$ cat src/rtl/seg_pkg.sv
// Shared 7-segment definitions: glyph codes (common with the encoder), bit
// positions and the scan-decoder state type.
package seg_pkg;

    localparam logic [7:0] SEG_0 = 8'h3F;
    localparam logic [7:0] SEG_1 = 8'h06;
    localparam logic [7:0] SEG_2 = 8'h5B;
    localparam logic [7:0] SEG_3 = 8'h4F;
    localparam logic [7:0] SEG_4 = 8'h66;
    localparam logic [7:0] SEG_5 = 8'h6D;
    localparam logic [7:0] SEG_6 = 8'h7D;
    localparam logic [7:0] SEG_7 = 8'h07;
    localparam logic [7:0] SEG_8 = 8'h7F;
    localparam logic [7:0] SEG_9 = 8'h6F;
    localparam logic [7:0] SEG_E = 8'h79;

    localparam int SEG_A_BIT  = 0;
    localparam int SEG_B_BIT  = 1;
    localparam int SEG_C_BIT  = 2;
    localparam int SEG_D_BIT  = 3;
    localparam int SEG_E_BIT  = 4;
    localparam int SEG_F_BIT  = 5;
    localparam int SEG_G_BIT  = 6;
    localparam int SEG_DP_BIT = 7;

    typedef enum logic [1:0] {
        IDLE   = 2'd0,
        SETTLE = 2'd1,
        HOLD   = 2'd2
    } state_t;

    function automatic logic is_onehot4(input logic [3:0] v);
        return (v != 4'd0) && ((v & (v - 4'd1)) == 4'd0);
    endfunction

endpackage

$ cat src/rtl/seg_glyph_decode.sv
// Combinational 7-segment glyph to BCD decode; anything that is not a
// digit glyph (including the E glyph) yields 4'hF with err set.
module seg_glyph_decode
    import seg_pkg::*;
(
    input  logic [6:0] i_pattern,
    output logic [3:0] o_nibble,
    output logic       o_err
);

    always_comb begin
        o_nibble = 4'hF;
        o_err    = 1'b1;
        case (i_pattern)
            SEG_0[6:0]: begin o_nibble = 4'd0; o_err = 1'b0; end
            SEG_1[6:0]: begin o_nibble = 4'd1; o_err = 1'b0; end
            SEG_2[6:0]: begin o_nibble = 4'd2; o_err = 1'b0; end
            SEG_3[6:0]: begin o_nibble = 4'd3; o_err = 1'b0; end
            SEG_4[6:0]: begin o_nibble = 4'd4; o_err = 1'b0; end
            SEG_5[6:0]: begin o_nibble = 4'd5; o_err = 1'b0; end
            SEG_6[6:0]: begin o_nibble = 4'd6; o_err = 1'b0; end
            SEG_7[6:0]: begin o_nibble = 4'd7; o_err = 1'b0; end
            SEG_8[6:0]: begin o_nibble = 4'd8; o_err = 1'b0; end
            SEG_9[6:0]: begin o_nibble = 4'd9; o_err = 1'b0; end
            default: begin
                o_nibble = 4'hF;
                o_err    = 1'b1;
            end
        endcase
    end

endmodule

$ cat src/rtl/segment_scan_decoder.sv
// Readback of a multiplexed 4-digit 7-segment bus: waits for each digit to
// settle, captures it into a shadow slot and publishes once all four are in.
module segment_scan_decoder
    import seg_pkg::*;
#(
    parameter int SETTLE_CYCLES = 4
) (
    input  logic        i_clk,
    input  logic        i_rst,
    input  logic [7:0]  i_seg,
    input  logic [3:0]  i_dig_sel,
    output logic [15:0] o_bcd,
    output logic [3:0]  o_dp,
    output logic [3:0]  o_err,
    output logic        o_valid
);

    localparam int CW = $clog2(SETTLE_CYCLES + 1);
    localparam logic [CW-1:0] CNT_TARGET = CW'(SETTLE_CYCLES);

    state_t          r_state;
    state_t          w_state_next;
    logic [CW-1:0]   r_cnt;
    logic [CW-1:0]   w_cnt_next;
    logic [CW-1:0]   w_cnt_inc;
    logic [11:0]     r_prev;
    logic [11:0]     w_cur;
    logic            w_same;
    logic            w_onehot;
    logic            w_commit;
    logic            w_publish;
    logic [3:0]      r_mask;
    logic [3:0]      w_mask_merged;
    logic [3:0]      w_nib;
    logic            w_glyph_err;
    logic [3:0]      r_shadow_nib [4];
    logic [3:0]      r_shadow_dp;
    logic [3:0]      r_shadow_err;
    logic [15:0]     w_frame_bcd;
    logic [3:0]      w_frame_dp;
    logic [3:0]      w_frame_err;

    seg_glyph_decode u_glyph (
        .i_pattern (i_seg[6:0]),
        .o_nibble  (w_nib),
        .o_err     (w_glyph_err)
    );

    assign w_cur     = {i_seg, i_dig_sel};
    assign w_same    = (w_cur == r_prev);
    assign w_onehot  = is_onehot4(i_dig_sel);
    assign w_cnt_inc = (r_cnt == CNT_TARGET) ? r_cnt : r_cnt + CW'(1);

    always_ff @(posedge i_clk) begin
        if (i_rst) begin
            r_state <= IDLE;
            r_cnt   <= '0;
            r_prev  <= '0;
        end else begin
            r_state <= w_state_next;
            r_cnt   <= w_cnt_next;
            r_prev  <= w_cur;
        end
    end

    always_comb begin
        w_state_next = r_state;
        case (r_state)
            IDLE: begin
                if (w_onehot)
                    w_state_next = SETTLE;
            end
            SETTLE: begin
                if (!w_onehot)
                    w_state_next = IDLE;
                else if (w_same && (w_cnt_inc == CNT_TARGET))
                    w_state_next = HOLD;
            end
            HOLD: begin
                if (!w_same)
                    w_state_next = w_onehot ? SETTLE : IDLE;
            end
            default: w_state_next = IDLE;
        endcase
    end

    // A change on the commit cycle restarts the count instead of committing.
    always_comb begin
        w_cnt_next = '0;
        w_commit   = 1'b0;
        case (r_state)
            SETTLE: begin
                if (w_onehot && w_same) begin
                    w_cnt_next = w_cnt_inc;
                    w_commit   = (w_cnt_inc == CNT_TARGET);
                end
            end
            HOLD: begin
                if (w_same)
                    w_cnt_next = r_cnt;
            end
            default: w_cnt_next = '0;
        endcase
    end

    assign w_mask_merged = r_mask | i_dig_sel;
    assign w_publish     = w_commit && (w_mask_merged == 4'hF);

    generate
        for (genvar gi = 0; gi < 4; gi++) begin : g_slot
            always_ff @(posedge i_clk) begin
                if (i_rst) begin
                    r_shadow_nib[gi] <= 4'd0;
                    r_shadow_dp[gi]  <= 1'b0;
                    r_shadow_err[gi] <= 1'b0;
                end else if (w_commit && i_dig_sel[gi]) begin
                    r_shadow_nib[gi] <= w_nib;
                    r_shadow_dp[gi]  <= i_seg[SEG_DP_BIT];
                    r_shadow_err[gi] <= w_glyph_err;
                end
            end

            // Bypass so the publishing commit includes the digit just sampled.
            assign w_frame_bcd[4*gi +: 4] = (w_commit && i_dig_sel[gi]) ? w_nib : r_shadow_nib[gi];
            assign w_frame_dp[gi]  = (w_commit && i_dig_sel[gi]) ? i_seg[SEG_DP_BIT] : r_shadow_dp[gi];
            assign w_frame_err[gi] = (w_commit && i_dig_sel[gi]) ? w_glyph_err : r_shadow_err[gi];
        end
    endgenerate

    always_ff @(posedge i_clk) begin
        if (i_rst) begin
            r_mask  <= 4'd0;
            o_bcd   <= 16'd0;
            o_dp    <= 4'd0;
            o_err   <= 4'd0;
            o_valid <= 1'b0;
        end else begin
            o_valid <= w_publish;
            if (w_publish) begin
                r_mask <= 4'd0;
                o_bcd  <= w_frame_bcd;
                o_dp   <= w_frame_dp;
                o_err  <= w_frame_err;
            end else if (w_commit) begin
                r_mask <= w_mask_merged;
            end
        end
    end

endmodule

$ cat config.mk
export PLATFORM = sky130hd
export DESIGN_NAME = segment_scan_decoder
export DESIGN_NICKNAME = d
export VERILOG_FILES = /design/src/rtl/seg_pkg.sv /design/src/rtl/seg_glyph_decode.sv /design/src/rtl/segment_scan_decoder.sv
export SDC_FILE = /design/constraint.sdc
export NUM_CORES = 1
export LEC_CHECK = 0
export ABC_AREA = 0
export ABC_CLOCK_PERIOD_IN_PS = 2100
export CORE_ASPECT_RATIO = 1.25
export CORE_MARGIN = 1
export CORE_UTILIZATION = 40
export CTS_CLUSTER_DIAMETER = 200
export DETAILED_ROUTE_END_ITERATION = 8
export SLEW_MARGIN = 20
export SYNTH_ARGS = -nofsm -noshare
export SYNTH_HDL_FRONTEND = slang
export SYNTH_SLANG_ARGS = --single-unit
$ cat constraint.sdc
create_clock -name i_clk -period 2.1 [get_ports i_clk]
set_input_delay 0.21 -clock i_clk [delete_from_list [all_inputs] [get_ports i_clk]]
set_output_delay 0.21 -clock i_clk [all_outputs]
set_load 0.03 [all_outputs]
# Yosys cells after proc, flatten, opt, wreduce, memory -nomap -nowiden
# Memory sizes are Yosys's and may differ from the RTL's. A register that Yosys moved wholly into a read port is not among the register bits.
# Index checks and enable logic that the tools add are counted.
dict set report word_totals {
  mem_bits_rw 16
  n_memories 1
  input_bits 14
  reg_bits 38
  word_cells 97
  out_inout_bits 25
}
dict set report op_classes {
  n_mux 40
  eq_ne 19
  n_reduce_logical 14
  add_sub_neg 2
  bitwise 6
}
# memory depth width rd rd_ports_with_merged_regs wr line_no
set memory_table {}
lappend memory_table {r_shadow_nib 4 4 4 4 4 segment_scan_decoder.sv:36} ;# logic [3:0] r_shadow_nib [4];
# op n
set op_table {}
lappend op_table {{$eq 7x7->1 const B} 7}
lappend op_table {{$pmux 4 s10} 1}
lappend op_table {{$mux 1} 26}
lappend op_table {{$mux 4} 4}
lappend op_table {{$eq 7x3->1 const B} 2}
lappend op_table {{$eq 12x12->1} 1}
lappend op_table {{$reduce_or 10->1} 1}
lappend op_table {{$mux 3} 3}
lappend op_table {{$logic_and 1x1->1} 8}
lappend op_table {{$mux 2} 4}
lappend op_table {{$eq 7x6->1 const B} 1}
lappend op_table {{$eq 3x3->1 const B} 2}
lappend op_table {{$pmux 2 s3} 1}
lappend op_table {{$pmux 3 s2} 1}
lappend op_table {{$and 4x4->4} 1}
lappend op_table {{$eq 4x4->1 const B} 1}
lappend op_table {{$logic_not 4->1} 1}
lappend op_table {{$ne 2x2->1 const B} 2}
lappend op_table {{$or 1x1->1} 4}
lappend op_table {{$or 4x4->4} 1}
lappend op_table {{$reduce_bool 4->1} 1}
lappend op_table {{$sub 4x1->4 const B} 1}
lappend op_table {{$add 3x1->3 const B} 1}
lappend op_table {{$ne 3x3->1 const B} 1}
lappend op_table {{5 further kinds} 5}

# Depth between registers and ports, before layout
# Gate-level depths: netlist (run 1).
dict set report logic_depth {
  word_depth 12
  ltp_mapped 9
  depth_no_buf 8
}

# By module
# Synthesis (run 1) repeated with hierarchy kept, for this count alone.
dict set report hier_totals {
  cells_unflattened 357
  area_unflattened_um2 3333.2
}
# module seq_area_each_um2 area_each_um2 n_inst cells_each
set modules_own_cells {}
lappend modules_own_cells {segment_scan_decoder 1401.3 3119.2 1 326}
lappend modules_own_cells {seg_glyph_decode 0.0 214.0 1 31}

# Worst setup path before layout (run 1)
# No wires, ideal clock.
dict set report synth_path {
  kind {reg2reg}
  start {reg r_cnt[0]}
  end {reg o_bcd[13], read port of r_shadow_nib}
  setup_slack_ns -0.012
  arrival_time_ns 1.995
  required_ns 1.983
  setup_ns 0.117
  stages_incl_launch_ff 9
  synth_period_minus_slack_ns 2.112
  path_buffers 0
  cell_sequence {dfxtp_1 inv_1 ha_1 nor2_1 nand3_1 a31oi_2 nand4_2 mux2_2 a22o_1}
}
dict set report synth_via {
  elab_chain_cells 6
  elab_cells_between_ends 7
  classes_between {add/sub: 1; eq/ne: 2; mux: 3; reduce/logical: 1}
}
# item line_no
set synth_lines {}
lappend synth_lines {{from (decl)} segment_scan_decoder.sv:23} ;# logic [CW-1:0] r_cnt;
lappend synth_lines {{from (signal assigned)} segment_scan_decoder.sv:61} ;# r_cnt <= w_cnt_next;
lappend synth_lines {{$add 3x1->3 or $eq 3x3->1 (tied branches)} segment_scan_decoder.sv:52} ;# assign w_cnt_inc = (r_cnt == CNT_TARGET) ? r_cnt : r_cnt + CW'(1);
lappend synth_lines {{$mux 3 (*)} segment_scan_decoder.sv:52}
lappend synth_lines {{$eq 3x3->1 (*)} segment_scan_decoder.sv:95} ;# w_commit = (w_cnt_inc == CNT_TARGET);
lappend synth_lines {{$mux 1 (*)} segment_scan_decoder.sv:93} ;# if (w_onehot && w_same) begin
lappend synth_lines {{$mux 1 (*)} segment_scan_decoder.sv:91} ;# case (r_state)
lappend synth_lines {{$logic_and 1x1->1 (*)} segment_scan_decoder.sv:107} ;# assign w_publish = w_commit && (w_mask_merged == 4'hF);
lappend synth_lines {{to (decl)} segment_scan_decoder.sv:12} ;# output logic [15:0] o_bcd,
# Mark *: on every way between the ends. The rest lies on a longest branch, timed or not.
# A chain may end at the register's enable or synchronous reset.

# Final worst setup path (run 1)
dict set report layout_path {
  start {in i_dig_sel[0]}
  end {reg o_bcd[11], read port of r_shadow_nib}
}
dict set report layout_via {
  elab_chain_cells 8
  elab_cells_between_ends 12
  classes_between {add/sub: 1; eq/ne: 2; mux: 2; bitwise: 2; reduce/logical: 5}
}
# item line_no
set layout_lines {}
lappend layout_lines {{from (decl)} segment_scan_decoder.sv:11} ;# input logic [3:0] i_dig_sel,
lappend layout_lines {{$sub 4x1->4} seg_pkg.sv:33} ;# return (v != 4'd0) && ((v & (v - 4'd1)) == 4'd0);
lappend layout_lines {{$and 4x4->4} seg_pkg.sv:33}
lappend layout_lines {{$logic_not 4->1} seg_pkg.sv:33}
lappend layout_lines {{$logic_and 1x1->1} seg_pkg.sv:33}
lappend layout_lines {{$logic_and 1x1->1} segment_scan_decoder.sv:93}
lappend layout_lines {{$mux 1} segment_scan_decoder.sv:93}
lappend layout_lines {{$mux 1} segment_scan_decoder.sv:91}
lappend layout_lines {{$logic_and 1x1->1 (*)} segment_scan_decoder.sv:107}
# Marks and branches as above.

==> results.cfg, run 1 <==
[status]
outcome = finished clean

[critical_path]
critPathCaptureType = register
ff2ff_path_depth = 10
worst_path_max_delay_cell = or4_4
critPathRequiredTime_ns = 2.35
cp.arrival_ns = 2.32
startpoint_type = primary input
reg2reg_slack_ns = 0.07
cp_slowest_stage_delay_ns = 0.54
r2r_start = r_cnt[0]$_SDFFE_PP0P_
worst-path-max-fanout = 6
cpMostUsedCell = a21oi_4
path_cells = clkdlybuf4s50_1 -> inv_1 -> or4_4 -> a21oi_4 -> buf_12 -> and3_4 -> a21oi_4 -> clkbuf_16 -> a22o_1
crit_type = in -> reg
r2r-end = r_mask[3]$_SDFFE_PP0P_

[power]
power.total_mw = 2.97
peakVddDrop_uv = 599
p_leak_nw = 1.79
p_per_area_nw_per_um2 = 695

[timing]
hold_viol = 0
setup_viol = 0
fin_crit_sh_pct = 98.3
skew_ns = 0.0132
slew_viol_final = 0
tns_ns = 0
timing.final.crit_period_ns = 2.07
max_freq_ghz = 0.484
max-slew-margin-rel_pct = 75.7
worstMarginPinSlew_ns = 0.363

[logic_synthesis]
synthFlopType = dfxtp_1
yosys_warnings = 0
syn_area_per_cell_um2 = 10.3
synth-simple-area-share_pct = 18.8
synth_cells = 291
synthesis.nets = 307
synth_xor_area_share_pct = 4.36
synth_seq_area_share_pct = 46.5
netlist_area_um2 = 3010
synth_cell_types = 54
synth_top_family_by_area = simple AND/OR/NAND/NOR gates
synth_compound_area_share_pct = 14.8
async_flop_share_pct = 0
synth-edff-count = 0
synthMuxAreaShare_pct = 9.26
ys_ff_latch = 70
synthAdderAreaFrac_pct = 0.831

[layout]
area_growth_pct = 41.8
antenna_cells = 0
fin_util_pct = 58.4
fillers = 650
nets = 391
final_layout_size_suffix_gt1_share_pct = 28.9

[worst_hold_path]
min_path_type = in -> reg
whs_path_depth = 2
worstHoldEndpoint = r_prev[1]$_SDFF_PP0_
hp-start = i_dig_sel[1]

[cts]
cts_tree = yes
cts_sinks = 70
cts_max_path_buffers = 2
htreeDepth = 3
clock_latency_ns = 0.35
clk_pin_slew_ns = 0.08
cts-root-buf = clkbuf_8
numCtsBuffers = 9

[global_routing]
grt_max_degree = 38
grt_pass1_wl_mm = 11.2
grt_pass1_vias = 2316
track_usage_pct = 18.6
grt_antenna_before_repair = 0
grt-ovfl-total = 0

[placement]
portBuffers = 38
dpl.hpwl_mm = 4.69
gp_congestion = 0.873

[flow_run]
drv_cap = 0

[die]
die_area_um2 = 7880
die_w_um = 79.6
start_util_pct = 41.2
core.rowCount = 35
pin_count = 39
die_y_um = 99.0
core_um2 = 7310

[drt]
firstDrtPassIters = 4
wire_per_inst_um = 14.6
drt_wl_total_mm = 6.90
drc = 0
ant_nets = 0
vias = 2421
routed_via_density = 5.13
first_iter_violations = 102
## how the worst max path moves through the flow
stage / slack (ns) / start / end
after global placement: -0.38 / i_seg[0] / o_bcd[9]$_SDFFE_PP0P_
after CTS: 0.01 / i_seg[4] / o_bcd[0]$_SDFFE_PP0P_
final: 0.03 / i_dig_sel[0] / o_bcd[11]$_SDFFE_PP0P_
after detailed placement: -0.43 / i_seg[0] / o_bcd[9]$_SDFFE_PP0P_
after floorplan: 0.05 / r_cnt[0]$_SDFFE_PP0P_ / o_bcd[13]$_SDFFE_PP0P_
after global routing: -0.006 / i_dig_sel[0] / o_bcd[6]$_SDFFE_PP0P_
## flip-flops by register name, summed over array words and instances, names as in the netlist
signal	count
o_err	4
r_cnt	3
r_state	2
r_mask	4
r_shadow_dp	4
r_shadow_err	4
o_bcd	16
o_dp	4
r_shadow_nib	16
r_prev	12
o_valid	1
## layer usage
layer | track usage [%] | vias up | wire [µm]
met5 | 0 | - | 0
met4 | 8.53 | 0 | 141
met3 | 4.17 | 11 | 145
met2 | 28.7 | 34 | 3260
met1 | 24.6 | 1167 | 3360
li1 | - | 1209 | -
## cell usage in the layout (no fill, tap or decap), types with 4 or more instances in the layout
cell,Yosys,final
clkdlybuf4s50_1,0,30
nand4_1,5,5
xnor2_1,12,12
o2bb2ai_1,12,12
dfxtp_1,70,69
nand2_1,6,6
buf_4,3,48
a21oi_1,7,7
mux2i_2,0,5
mux2_2,7,7
inv_1,9,9
buf_12,0,5
dlymetal6s2s_1,0,5
and2b_2,4,4
clkbuf_8,3,10
mux2i_1,20,15
a22o_1,12,12
nand2b_1,9,9
nor3_1,4,4
nand4_4,0,4
nand3b_1,6,6
nor2b_1,10,10
nor2_1,22,22
## area by class of cell
cell class / instances / area (µm²) / share of cell area [%]
Clock buffer: 10 / 138 / 3.22
Clock inverter: 6 / 118 / 2.75
Inverter: 9 / 33.8 / 0.791
Multi-Input combinational cell: 190 / 1540 / 36.0
Sequential cell: 70 / 1400 / 32.8
Tap cell: 92 / 115 / 2.69
Timing Repair Buffer: 95 / 926 / 21.7
## power by group
| group | internal, mW | leakage [nW] | switching, mW | total (mW) |
|---|---|---|---|---|
| registers | 1.34 | 0.568 | 0.00602 | 1.35 |
| clock network | 0.831 | 0.125 | 0.543 | 1.37 |
| logic | 0.131 | 1.10 | 0.119 | 0.250 |
## critical path, delay by kind of cell
| kind | cells | cell delay (ns) |
|---|---|---|
| AOI/OAI and AO/OA | 3 | 0.49 |
| buffers and inverters | 4 | 0.85 |
| and+or+nand+nor | 2 | 0.74 |
## per-stage QoR
| stage | setup slack (ns) | cell area [µm²] | hold slack [ns] | std cells |
|---|---|---|---|---|
| after floorplan | 0.0514 | 3020 | 0.338 | 291 |
| after global placement | -0.378 | 3790 | 0.446 | 450 |
| after detailed placement | -0.425 | 3790 | 0.445 | 450 |
| after CTS | 0.00998 | 4050 | 0.336 | 466 |
| after global routing | -0.00640 | 4270 | 0.208 | 472 |
| final | 0.0349 | 4270 | 0.210 | 472 |
## kinds of logic (layout without fill, tap and decap cells)
group,after synthesis,in the layout
flops,70,70
fa+ha+maj,2,2
simple gates,90,90
buf+inv,31,120
xor+xnor,15,15
mux,27,27
compound gates,56,56
## cell usage after synthesis, drive strengths merged (2+ instances only)
cell | number | area [µm²]
nand3 | 5 | 25.0
dfxtp | 70 | 1400
nor2 | 22 | 82.6
and3b | 2 | 18.8
nand3b | 6 | 45.0
buf | 7 | 42.5
nor3 | 5 | 36.3
or4 | 3 | 26.3
nor2b | 10 | 62.6
o211ai | 2 | 15.0
o31ai | 2 | 15.0
inv | 9 | 33.8
xnor2 | 12 | 105
o21ai | 3 | 15.0
ha | 2 | 25.0
a31oi | 3 | 25.0
or4b | 2 | 20.0
nand4 | 9 | 81.3
and2b | 4 | 35.0
nand2 | 6 | 22.5
clkbuf | 15 | 86.3
a21oi | 9 | 60.1
o2bb2ai | 12 | 105
mux2i | 20 | 200
mux2 | 7 | 78.8
nand2b | 9 | 56.3
xor2 | 3 | 26.3
a22o | 12 | 105
a21boi | 4 | 30.0
nor4b | 2 | 17.5
## repair_timing
action,in CTS,in global routing
pin swaps,2,8
resized for setup,3,27
setup buffers,0,4
cloned,0,2
setup endpoints to repair,15,39
hold buffers,0,0
endpoints found under the hold margin,0,0
Power figures use the tool's default switching activity.
==> run 2: changes to the inputs <==
--- a/config.mk
+++ b/config.mk
@@ -7,11 +7,15 @@
 export LEC_CHECK = 0
 export ABC_AREA = 0
 export ABC_CLOCK_PERIOD_IN_PS = 2100
+export CELL_PAD_IN_SITES_DETAIL_PLACEMENT = 1
+export CELL_PAD_IN_SITES_GLOBAL_PLACEMENT = 2
 export CORE_ASPECT_RATIO = 1.25
 export CORE_MARGIN = 1
-export CORE_UTILIZATION = 40
+export CORE_UTILIZATION = 33
+export CTS_BUF_LIST = sky130_fd_sc_hd__clkbuf_4 sky130_fd_sc_hd__clkbuf_8
 export CTS_CLUSTER_DIAMETER = 200
 export DETAILED_ROUTE_END_ITERATION = 8
+export PLACE_DENSITY_LB_ADDON = 0.1
 export SLEW_MARGIN = 20
 export SYNTH_ARGS = -nofsm -noshare
 export SYNTH_HDL_FRONTEND = slang
==> results.cfg, run 2 (same netlist as run 1, synthesis figures left out) <==
[die]
core_um2 = 8750
die_area_um2 = 9510
core.rowCount = 38
die_y_um = 109
start_util_pct = 34.4
die_w_um = 87.4
pin_count = 39

[layout]
nets = 404
top_regs = o_bcd: 16 flops, r_shadow_nib: 16 flops, r_prev: 12 flops
final_common_cell = dfxtp_1
antenna_cells = 0
final_cell_mix = dfxtp_1, buf_4, clkdlybuf4s50_1
ff_latch_area_um2 = 1400
multi_input_area_um2 = 1620
layoutNonFillerInstCount = 512
area_growth_pct = 47.7
final_layout_size_suffix_gt1_share_pct = 33.9
fillers = 984

[timing]
hold_viol = 0
fin_crit_sh_pct = 97.5
slew_viol_final = 0
max-slew-margin-rel_pct = 74.9
hold_ws_ns = 0.247
skew_ns = 0.00832
setup_viol = 0
worstMarginPinSlew_ns = 0.373
timing.final.crit_period_ns = 2.05
max_freq_ghz = 0.489

[cts]
numCtsBuffers = 9
htreeDepth = 3
cts_sinks = 70
cts_hold_buf = 0
cts_max_path_buffers = 2
cts_tree = yes
clk_pin_slew_ns = 0.08
cts-root-buf = clkbuf_8
clock_latency_ns = 0.35

[power]
power.total_mw = 2.72
p_per_area_nw_per_um2 = 613
peakVddDrop_uv = 453
p_leak_nw = 1.83

[status]
outcome = finished clean

[critical_path]
critPathCaptureType = register
critPathRequiredTime_ns = 2.34
startpoint_type = primary input
crit_type = in -> reg
reg2reg_slack_ns = 0.10
cp.arrival_ns = 2.28
worst-path-max-fanout = 5

[drt]
firstDrtPassIters = 4
drc = 0
vias = 2493
first_iter_violations = 88
ant_nets = 0
wire_per_inst_um = 16.1
routed_via_density = 4.87
drt_wl_total_mm = 8.26

[flow_run]
drv_cap = 0

[placement]
portBuffers = 38
dpl.hpwl_mm = 5.30
dp_cells = 471
gp_congestion = 0.762

[global_routing]
grt_pass1_vias = 2476
grt_pass1_wl_mm = 12.5
grt_max_degree = 35
track_usage_pct = 17.6
grt_antenna_before_repair = 0
grt-ovfl-total = 0

[worst_hold_path]
min_path_type = in -> reg
[run 2: cell type report]
class / instances / area share (%)
clock buffer: 11 / 3.26
clock inverter: 4 / 1.07
inverter: 9 / 0.760
multi-input combinational: 190 / 36.5
sequential: 70 / 31.6
tap: 120 / 3.38
timing repair buffer: 108 / 23.5
[run 2: layer usage]
layer | track usage [%] | wire length (µm) | vias to the layer above
li1 | - | - | 1233
met1 | 22.3 | 3800 | 1213
met2 | 28.3 | 4040 | 33
met3 | 2.35 | 180 | 14
met4 | 10.1 | 242 | 0
met5 | 0 | 0 | -
[run 2: per-stage QoR]
step                utilization (%)  setup WS [ns]  area [µm²]  TNS, ns
floorplan                         -         0.0514        3020        0
finish                         50.8         0.0532        4450        0
global route                   50.8        -0.0643        4450   -0.149
detailed placement             43.2         -0.492        3780   -18.74
CTS                            46.2        0.00159        4040        0
global placement               43.2         -0.503        3780   -17.84
[run 2: final timing paths]
| kind | cells after the start | to | from |
|---|---|---|---|
| worst max-delay path | 11 | o_dp[1]$_SDFFE_PP0P_ | i_seg[4] |
| worst min-delay path | 2 | r_prev[6]$_SDFF_PP0_ | i_seg[2] |
| worst max register to register | 11 | o_dp[1]$_SDFFE_PP0P_ | r_cnt[0]$_SDFFE_PP0P_ |
| worst min register to register | 1 | r_state[0]$_SDFFE_PP0P_ | r_state[0]$_SDFFE_PP0P_ |
[run 2: worst max-delay path, stage by stage]
cell,delay [ns]
clkdlybuf4s50_1,0.47
buf_6,0.12
xnor2_2,0.10
nand4_1,0.22
nor3_4,0.25
buf_6,0.14
buf_12,0.11
nand4_4,0.13
buf_4,0.19
mux2i_1,0.23
o2bb2ai_1,0.09
[run 2: power by group]
group | switching [mW] | internal, mW
registers | 0.00675 | 1.34
clock network | 0.511 | 0.584
logic | 0.135 | 0.148
total | 0.653 | 2.07
[run 2: what timing repair did]
action,CTS,global route
setup endpoints to repair,27,40
pin swaps,4,13
setup buffers,6,19
gates cloned,0,2
gates resized for setup,6,44
hold endpoints to repair,0,0
